==> src/rtl/fix_pkg.sv <==
// Shared types and default sizing for the FIX session controller slice.
package fix_pkg;

    localparam int DEF_NUM_HOSTS = 4;
    localparam int DEF_HOST_W    = 2;

    typedef logic [DEF_HOST_W-1:0] host_addr_t;

    typedef enum logic [1:0] {
        IDLE,
        CONN_REQ,
        CONN_WAIT,
        DISC_REQ
    } sess_state_e;

endpackage

==> src/rtl/fix_rr_arbiter.sv <==
// Round-robin pick: the first set request at or after ptr_i+1, wrapping modulo N.
module fix_rr_arbiter
    import fix_pkg::*;
#(
    parameter int N = DEF_NUM_HOSTS,
    parameter int W = DEF_HOST_W
) (
    input  logic [N-1:0] req_i,
    input  logic [W-1:0] ptr_i,
    output logic [W-1:0] gnt_o,
    output logic         valid_o
);

    always_comb begin
        // NOTE: every output gets a default before the loop so no path leaves it unassigned (no latch).
        gnt_o   = '0;
        valid_o = 1'b0;
        // Scan from lowest to highest priority so the last hit, i.e. ptr_i+1, wins.
        for (int i = N; i >= 1; i--) begin
            if (req_i[W'((int'(ptr_i) + i) % N)]) begin
                gnt_o   = W'((int'(ptr_i) + i) % N);
                valid_o = 1'b1;
            end
        end
    end

endmodule

==> src/rtl/fix_session_ctrl.sv <==
// Connection scheduler: latches per-host connect/disconnect requests, grants one at a
// time round-robin (disconnects first), retries timed-out connects and tracks link state.
module fix_session_ctrl
    import fix_pkg::*;
#(
    parameter int NUM_HOSTS    = DEF_NUM_HOSTS,
    parameter int HOST_W       = DEF_HOST_W,
    parameter int CONN_TIMEOUT = 1000,
    parameter int MAX_RETRY    = 3
) (
    input  logic                 clk,
    input  logic                 rst,
    input  logic [NUM_HOSTS-1:0] conn_req_i,
    input  logic [NUM_HOSTS-1:0] disc_req_i,
    input  logic                 connected_i,
    input  logic [HOST_W-1:0]    connected_host_addr_i,
    input  logic                 peer_closed_i,
    input  logic [HOST_W-1:0]    peer_closed_addr_i,
    input  logic                 fifo_ready_i,
    output logic                 connect_req_o,
    output logic [HOST_W-1:0]    connect_addr_o,
    output logic                 disconnect_o,
    output logic [HOST_W-1:0]    disconnect_host_num_o,
    output logic [NUM_HOSTS-1:0] host_connected_o,
    output logic                 conn_fail_o,
    output logic [HOST_W-1:0]    fail_host_o,
    output logic                 busy_o
);

    localparam int TMR_W = $clog2(CONN_TIMEOUT + 1);
    localparam int RTY_W = $clog2(MAX_RETRY + 1);

    sess_state_e          state_q, state_d;
    logic [HOST_W-1:0]    grant_q, grant_d, rr_q, rr_d;
    logic [RTY_W-1:0]     retry_q, retry_d;
    logic [TMR_W-1:0]     timer_q, timer_d;
    logic [NUM_HOSTS-1:0] conn_pend_q, conn_pend_d, disc_pend_q, disc_pend_d;
    logic [NUM_HOSTS-1:0] linked_q, linked_d;
    logic                 fail_d;

    logic                 connect_req_q, disconnect_q, conn_fail_q, busy_q;
    logic [HOST_W-1:0]    connect_addr_q, disc_addr_q, fail_host_q;

    logic [HOST_W-1:0]    disc_gnt, conn_gnt;
    logic                 disc_vld, conn_vld;

    fix_rr_arbiter #(.N(NUM_HOSTS), .W(HOST_W)) u_disc_arb (
        .req_i   (disc_pend_q & linked_q),
        .ptr_i   (rr_q),
        .gnt_o   (disc_gnt),
        .valid_o (disc_vld)
    );

    fix_rr_arbiter #(.N(NUM_HOSTS), .W(HOST_W)) u_conn_arb (
        .req_i   (conn_pend_q & ~linked_q),
        .ptr_i   (rr_q),
        .gnt_o   (conn_gnt),
        .valid_o (conn_vld)
    );

    always_comb begin
        state_d     = state_q;
        grant_d     = grant_q;
        rr_d        = rr_q;
        retry_d     = retry_q;
        timer_d     = timer_q;
        linked_d    = linked_q;
        conn_pend_d = conn_pend_q;
        disc_pend_d = disc_pend_q;
        fail_d      = 1'b0;

        case (state_q)
            IDLE: begin
                // Ineligible requests are dropped as they are scanned.
                conn_pend_d = conn_pend_q & ~linked_q;
                disc_pend_d = disc_pend_q & linked_q;
                if (disc_vld) begin
                    state_d              = DISC_REQ;
                    grant_d              = disc_gnt;
                    rr_d                 = disc_gnt;
                    disc_pend_d[disc_gnt] = 1'b0;
                end else if (conn_vld) begin
                    state_d              = CONN_REQ;
                    grant_d              = conn_gnt;
                    rr_d                 = conn_gnt;
                    retry_d              = RTY_W'(1);
                    conn_pend_d[conn_gnt] = 1'b0;
                end
            end
            CONN_REQ: begin
                if (fifo_ready_i) begin
                    state_d = CONN_WAIT;
                    timer_d = '0;
                end
            end
            CONN_WAIT: begin
                if (connected_i && connected_host_addr_i == grant_q) begin
                    linked_d[grant_q] = 1'b1;
                    state_d           = IDLE;
                end else if (timer_q == TMR_W'(CONN_TIMEOUT - 1)) begin
                    if (retry_q < RTY_W'(MAX_RETRY)) begin
                        state_d = CONN_REQ;
                        retry_d = retry_q + RTY_W'(1);
                    end else begin
                        fail_d  = 1'b1;
                        state_d = IDLE;
                    end
                end else if (timer_q != {TMR_W{1'b1}}) begin
                    timer_d = timer_q + TMR_W'(1);
                end
            end
            DISC_REQ: begin
                if (fifo_ready_i) begin
                    linked_d[grant_q] = 1'b0;
                    state_d           = IDLE;
                end
            end
            default: state_d = IDLE;
        endcase

        // A same-cycle disconnect cancels the connect for that host.
        conn_pend_d = (conn_pend_d | conn_req_i) & ~(conn_req_i & disc_req_i);
        disc_pend_d = disc_pend_d | disc_req_i;

        if (peer_closed_i) linked_d[peer_closed_addr_i] = 1'b0;
    end

    always_ff @(posedge clk or negedge rst) begin
        if (!rst) begin
            state_q        <= IDLE;
            grant_q        <= '0;
            rr_q           <= '0;
            retry_q        <= '0;
            timer_q        <= '0;
            conn_pend_q    <= '0;
            disc_pend_q    <= '0;
            linked_q       <= '0;
            connect_req_q  <= 1'b0;
            connect_addr_q <= '0;
            disconnect_q   <= 1'b0;
            disc_addr_q    <= '0;
            conn_fail_q    <= 1'b0;
            fail_host_q    <= '0;
            busy_q         <= 1'b0;
        end else begin
            // NOTE: non-blocking assignments so every register samples pre-edge values.
            state_q        <= state_d;
            grant_q        <= grant_d;
            rr_q           <= rr_d;
            retry_q        <= retry_d;
            timer_q        <= timer_d;
            conn_pend_q    <= conn_pend_d;
            disc_pend_q    <= disc_pend_d;
            linked_q       <= linked_d;
            connect_req_q  <= (state_d == CONN_REQ);
            connect_addr_q <= (state_d == CONN_REQ) ? grant_d : '0;
            disconnect_q   <= (state_d == DISC_REQ);
            disc_addr_q    <= (state_d == DISC_REQ) ? grant_d : '0;
            conn_fail_q    <= fail_d;
            fail_host_q    <= fail_d ? grant_q : '0;
            busy_q         <= (state_d != IDLE);
        end
    end

    assign connect_req_o         = connect_req_q;
    assign connect_addr_o        = connect_addr_q;
    assign disconnect_o          = disconnect_q;
    assign disconnect_host_num_o = disc_addr_q;
    assign host_connected_o      = linked_q;
    assign conn_fail_o           = conn_fail_q;
    assign fail_host_o           = fail_host_q;
    assign busy_o                = busy_q;

endmodule

==> config.mk <==
export PLATFORM = sky130hd
export DESIGN_NAME = fix_session_ctrl
export DESIGN_NICKNAME = d
export VERILOG_FILES = /design/src/rtl/fix_pkg.sv /design/src/rtl/fix_rr_arbiter.sv /design/src/rtl/fix_session_ctrl.sv
export SDC_FILE = /design/constraint.sdc
export NUM_CORES = 1
export LEC_CHECK = 0
export ABC_AREA = 1
export ABC_CLOCK_PERIOD_IN_PS = 1900
export BUFFER_PORTS_ARGS = -buffer_cell sky130_fd_sc_hd__buf_4
export CAP_MARGIN = 10
export CORE_ASPECT_RATIO = 0.6
export CORE_MARGIN = 2
export CORE_UTILIZATION = 58
export CTS_CLUSTER_SIZE = 8
export DETAILED_ROUTE_END_ITERATION = 12
export PLACE_DENSITY_LB_ADDON = 0.3
export SYNTH_ARGS = -nofsm -noshare
export SYNTH_HDL_FRONTEND = slang
export SYNTH_SLANG_ARGS = --single-unit
export TNS_END_PERCENT = 30
==> constraint.sdc <==
create_clock -name clk -period 1.9 [get_ports clk]
set_input_delay 0.19 -clock clk [delete_from_list [all_inputs] [get_ports clk]]
set_output_delay 0.19 -clock clk [all_outputs]
set_load 0.005 [all_outputs]
==> flow_metrics.tcl <==
set metrics [dict create \
    place_congestion 1.05 \
    clk_pin_slew_ns 0.08 \
    syn_area_mm2 0.00256 \
    antenna_found_initial 0 \
    cts_sinks 40 \
    switchingPower_uw 2800 \
    cts_buffer_depth 2 \
    synth_cell_types 34 \
    num_antenna_cells 0 \
    status "complete, no violations" \
    wl_per_cell_um 14.6 \
    power_density_mw_per_mm2 1710 \
    critPathKind "flop to flop" \
    fin_crit_ns 1.83 \
    drive_gt1_frac 0.265 \
    internal_power_uw 2660 \
    grt_pass1_vias 2237 \
    fmax_mhz 547 \
    synth_edf_count 0 \
    die_w_um 89.8 \
    ioPinCount 31 \
    finalWirelength_mm 7.00 \
    holdWs_ns 0.0882 \
    grt_overflow 0 \
    vias_per_cell 5.60 \
    total_power_uw 5460 \
    post-route-period-util 0.961 \
    pwr-share-clk 0.108 \
    coreArea_mm2 0.00417 \
    start_util 0.615 \
    hold_viol_final 0 \
    synth_seq_cells 40 \
    maxCapViolations 0 \
    path_max_fanout 5 \
    htreeDepth 2 \
    final_max_slew_viol_count 0 \
    grt_first_pass_wirelength_mm 10.7 \
    arrival_ns 2.04 \
    post-route-drc-count 0 \
    netlist_instances 365 \
    place_inst 461 \
    start_kind "flop" \
    vias 2682 \
    io_buffers 30 \
    cts-root-buf "clkbuf_8" \
    ir_worst_vdd_mv 1.08 \
    track_usage 0.268 \
    finalNetCount 437 \
    comb_power_share 0.647 \
    grt_max_degree 41 \
    firstDrtPassIters 5 \
    ys_async_sr_fraction 1.00 \
    syn_avg_cell_area_um2 7.02 \
    placementRows 18 \
    clock_latency_ns 0.29 \
    drt_iter0_drc 259 \
    hp-class "input pin to flop" \
    p_seq_frac 0.245 \
    die_area_mm2 0.00499 \
    die_h_um 55.5 \
    power_switching_share 0.513 \
    setup_viol 0 \
    fin_cells 479 \
    slew_headroom 0.665 \
    end_kind "flop" \
    synth_ff_type "dfrtp_1" \
    dp_hpwl_mm 5.08 \
    worstMarginPinSlew_ns 0.502 \
    area_delta_synth_final_pct 24.6 \
    fin_worst_skew_ns 0.00726 \
    fin_util 0.767 \
    yosys_warnings 0 \
    critPathRequiredTime_ns 2.12 \
    yosysSeqAreaShare 0.390 \
    cts_tree "yes" \
    cellLeakagePower_uw 0.00165 \
    fillers 323 \
    antenna_left 0 \
    syn_nets 384 \
    cts_buffers 5 \
]
[synth_stat cells, types with 2 or more instances]
master   count  share of area
nand2_1    108           0.16
inv_1       49          0.072
dfrtp_1     40           0.39
nand3_1     39          0.076
nor2_1      24          0.035
o21ai_0     24          0.047
nand2_2     10          0.024
nand4_1     10          0.024
a21oi_1      9          0.018
nor3_1       7          0.014
o21ai_1      5         0.0098
a31oi_1      4         0.0098
nand2_4      4          0.018
nand3_2      4          0.016
inv_2        3         0.0044
nor4_1       3         0.0073
buf_4        2         0.0059
buf_6        2         0.0088
ha_1         2         0.0098
nor2_2       2         0.0049
[cell families (layout without fill, tap and decap cells)]
| family | count (synthesis) | in the layout | share of synthesized area |
|---|---|---|---|
| AOI/OAI and AO/OA | 46 | 46 | 0.0966 |
| and+or+nand+nor | 217 | 217 | 0.404 |
| buffers and inverters | 59 | 113 | 0.0961 |
| xor gates and xnor gates | 1 | 1 | 0.00342 |
| DFF | 40 | 40 | 0.390 |
| adders and majority gates | 2 | 2 | 0.00976 |
[worst paths after layout]
kind | start | endpoint | slack (ns) | depth (start not counted)
setup reg to reg | rr_q[0] | disconnect_host_num_o[0] | 0.07 | 13
hold reg to reg | retry_q[1] | retry_q[1] | 0.52 | 2
hold / removal | peer_closed_addr_i[1] | host_connected_o[3] | 0.09 | 2
max in group asynchronous | rst | rr_q[0] | 1.12 | 2
min in group asynchronous | rst | timer_q[7] | 0.40 | 2
setup / recovery | rr_q[0] | disconnect_host_num_o[0] | 0.07 | 13
[cells in the final DEF (no fill, tap or decap), drive strengths merged]
cell,netlist,layout
nand2,122,122
inv,53,53
buf,4,49
nand3,43,43
dfrtp,40,40
o21ai,30,30
nor2,27,27
nand4,10,10
a21oi,10,10
nor3,8,8
clkbuf,1,6
a31oi,4,4
nor4,3,3
clkinv,1,3
nand3b,2,2
ha,2,2
or2,1,1
and2,1,1
xor2,1,1
o21a,1,1
o31ai,1,1
clkinvlp,0,1
dlygate4sd3,0,1
[area by class of cell]
cell class	instances	area, um^2	area share
Clock buffer	6	82.6	0.0259
Tap cell	60	75.1	0.0235
Inverter	54	208	0.0650
Sequential cell	40	1000	0.314
Multi-Input combinational cell	266	1420	0.445
Timing Repair Buffer	50	385	0.121
Timing Repair inverter	1	7.51	0.00235
Clock inverter	2	10.0	0.00313
[sequential cells by signal (all words and copies together) (netlist names), named ones only]
name,cells
timer_q,10
disc_pend_q,4
host_connected_o,4
connect_addr_o,2
disconnect_host_num_o,2
fail_host_o,2
grant_q,2
retry_q,2
rr_q,2
state_q,2
busy_o,1
conn_fail_o,1
connect_req_o,1
disconnect_o,1
[what timing repair did]
item                                    4_1_cts  5_1_grt
gates resized for setup                       0       38
hold buffers                                  1        0
endpoints found under the setup margin        0       30
endpoints found under the hold margin        40        0
setup buffers                                 0        7
[power groups by stage]
stage	clock network [uW]	logic, uW	registers [uW]
global route	635	3830	1360
CTS	592	2980	1300
finish	587	3530	1340
floorplan	0	2140	1280
detailed placement	0	2950	1310
global placement	0	2900	1310
[through the flow]
stage | setup slack (ns) | setup TNS [ns] | area [um^2]
2_1_floorplan | 0.285 | 0 | 2560
3_3_place_gp | 0.0963 | 0 | 2910
3_5_place_dp | 0.0486 | 0 | 2910
4_1_cts | 0.0273 | 0 | 3010
5_1_grt | -0.0423 | -0.258 | 3190
6_report | 0.0733 | 0 | 3190
[routing by layer]
layer	up-vias	global-route usage	part of all wire
li1	1291	-	-
met1	1222	0.446	0.46
met2	167	0.353	0.41
met3	2	0.0723	0.13
met4	0	0.0242	0.0017
met5	-	0	0
[critical path: stages (launching register included)]
cell and delay [ns]:
dfrtp_2 0.47, buf_6 0.13, nand2_2 0.07, nand2_4 0.12, inv_4 0.06, nand2_2 0.09, nand3_4 0.08, nor3_4 0.31
nand2_1 0.08, inv_1 0.06, nand2_1 0.04, nand2_1 0.07, nand2_2 0.07, nor2_1 0.10
No activity file was read; power rests on OpenSTA's default activity.
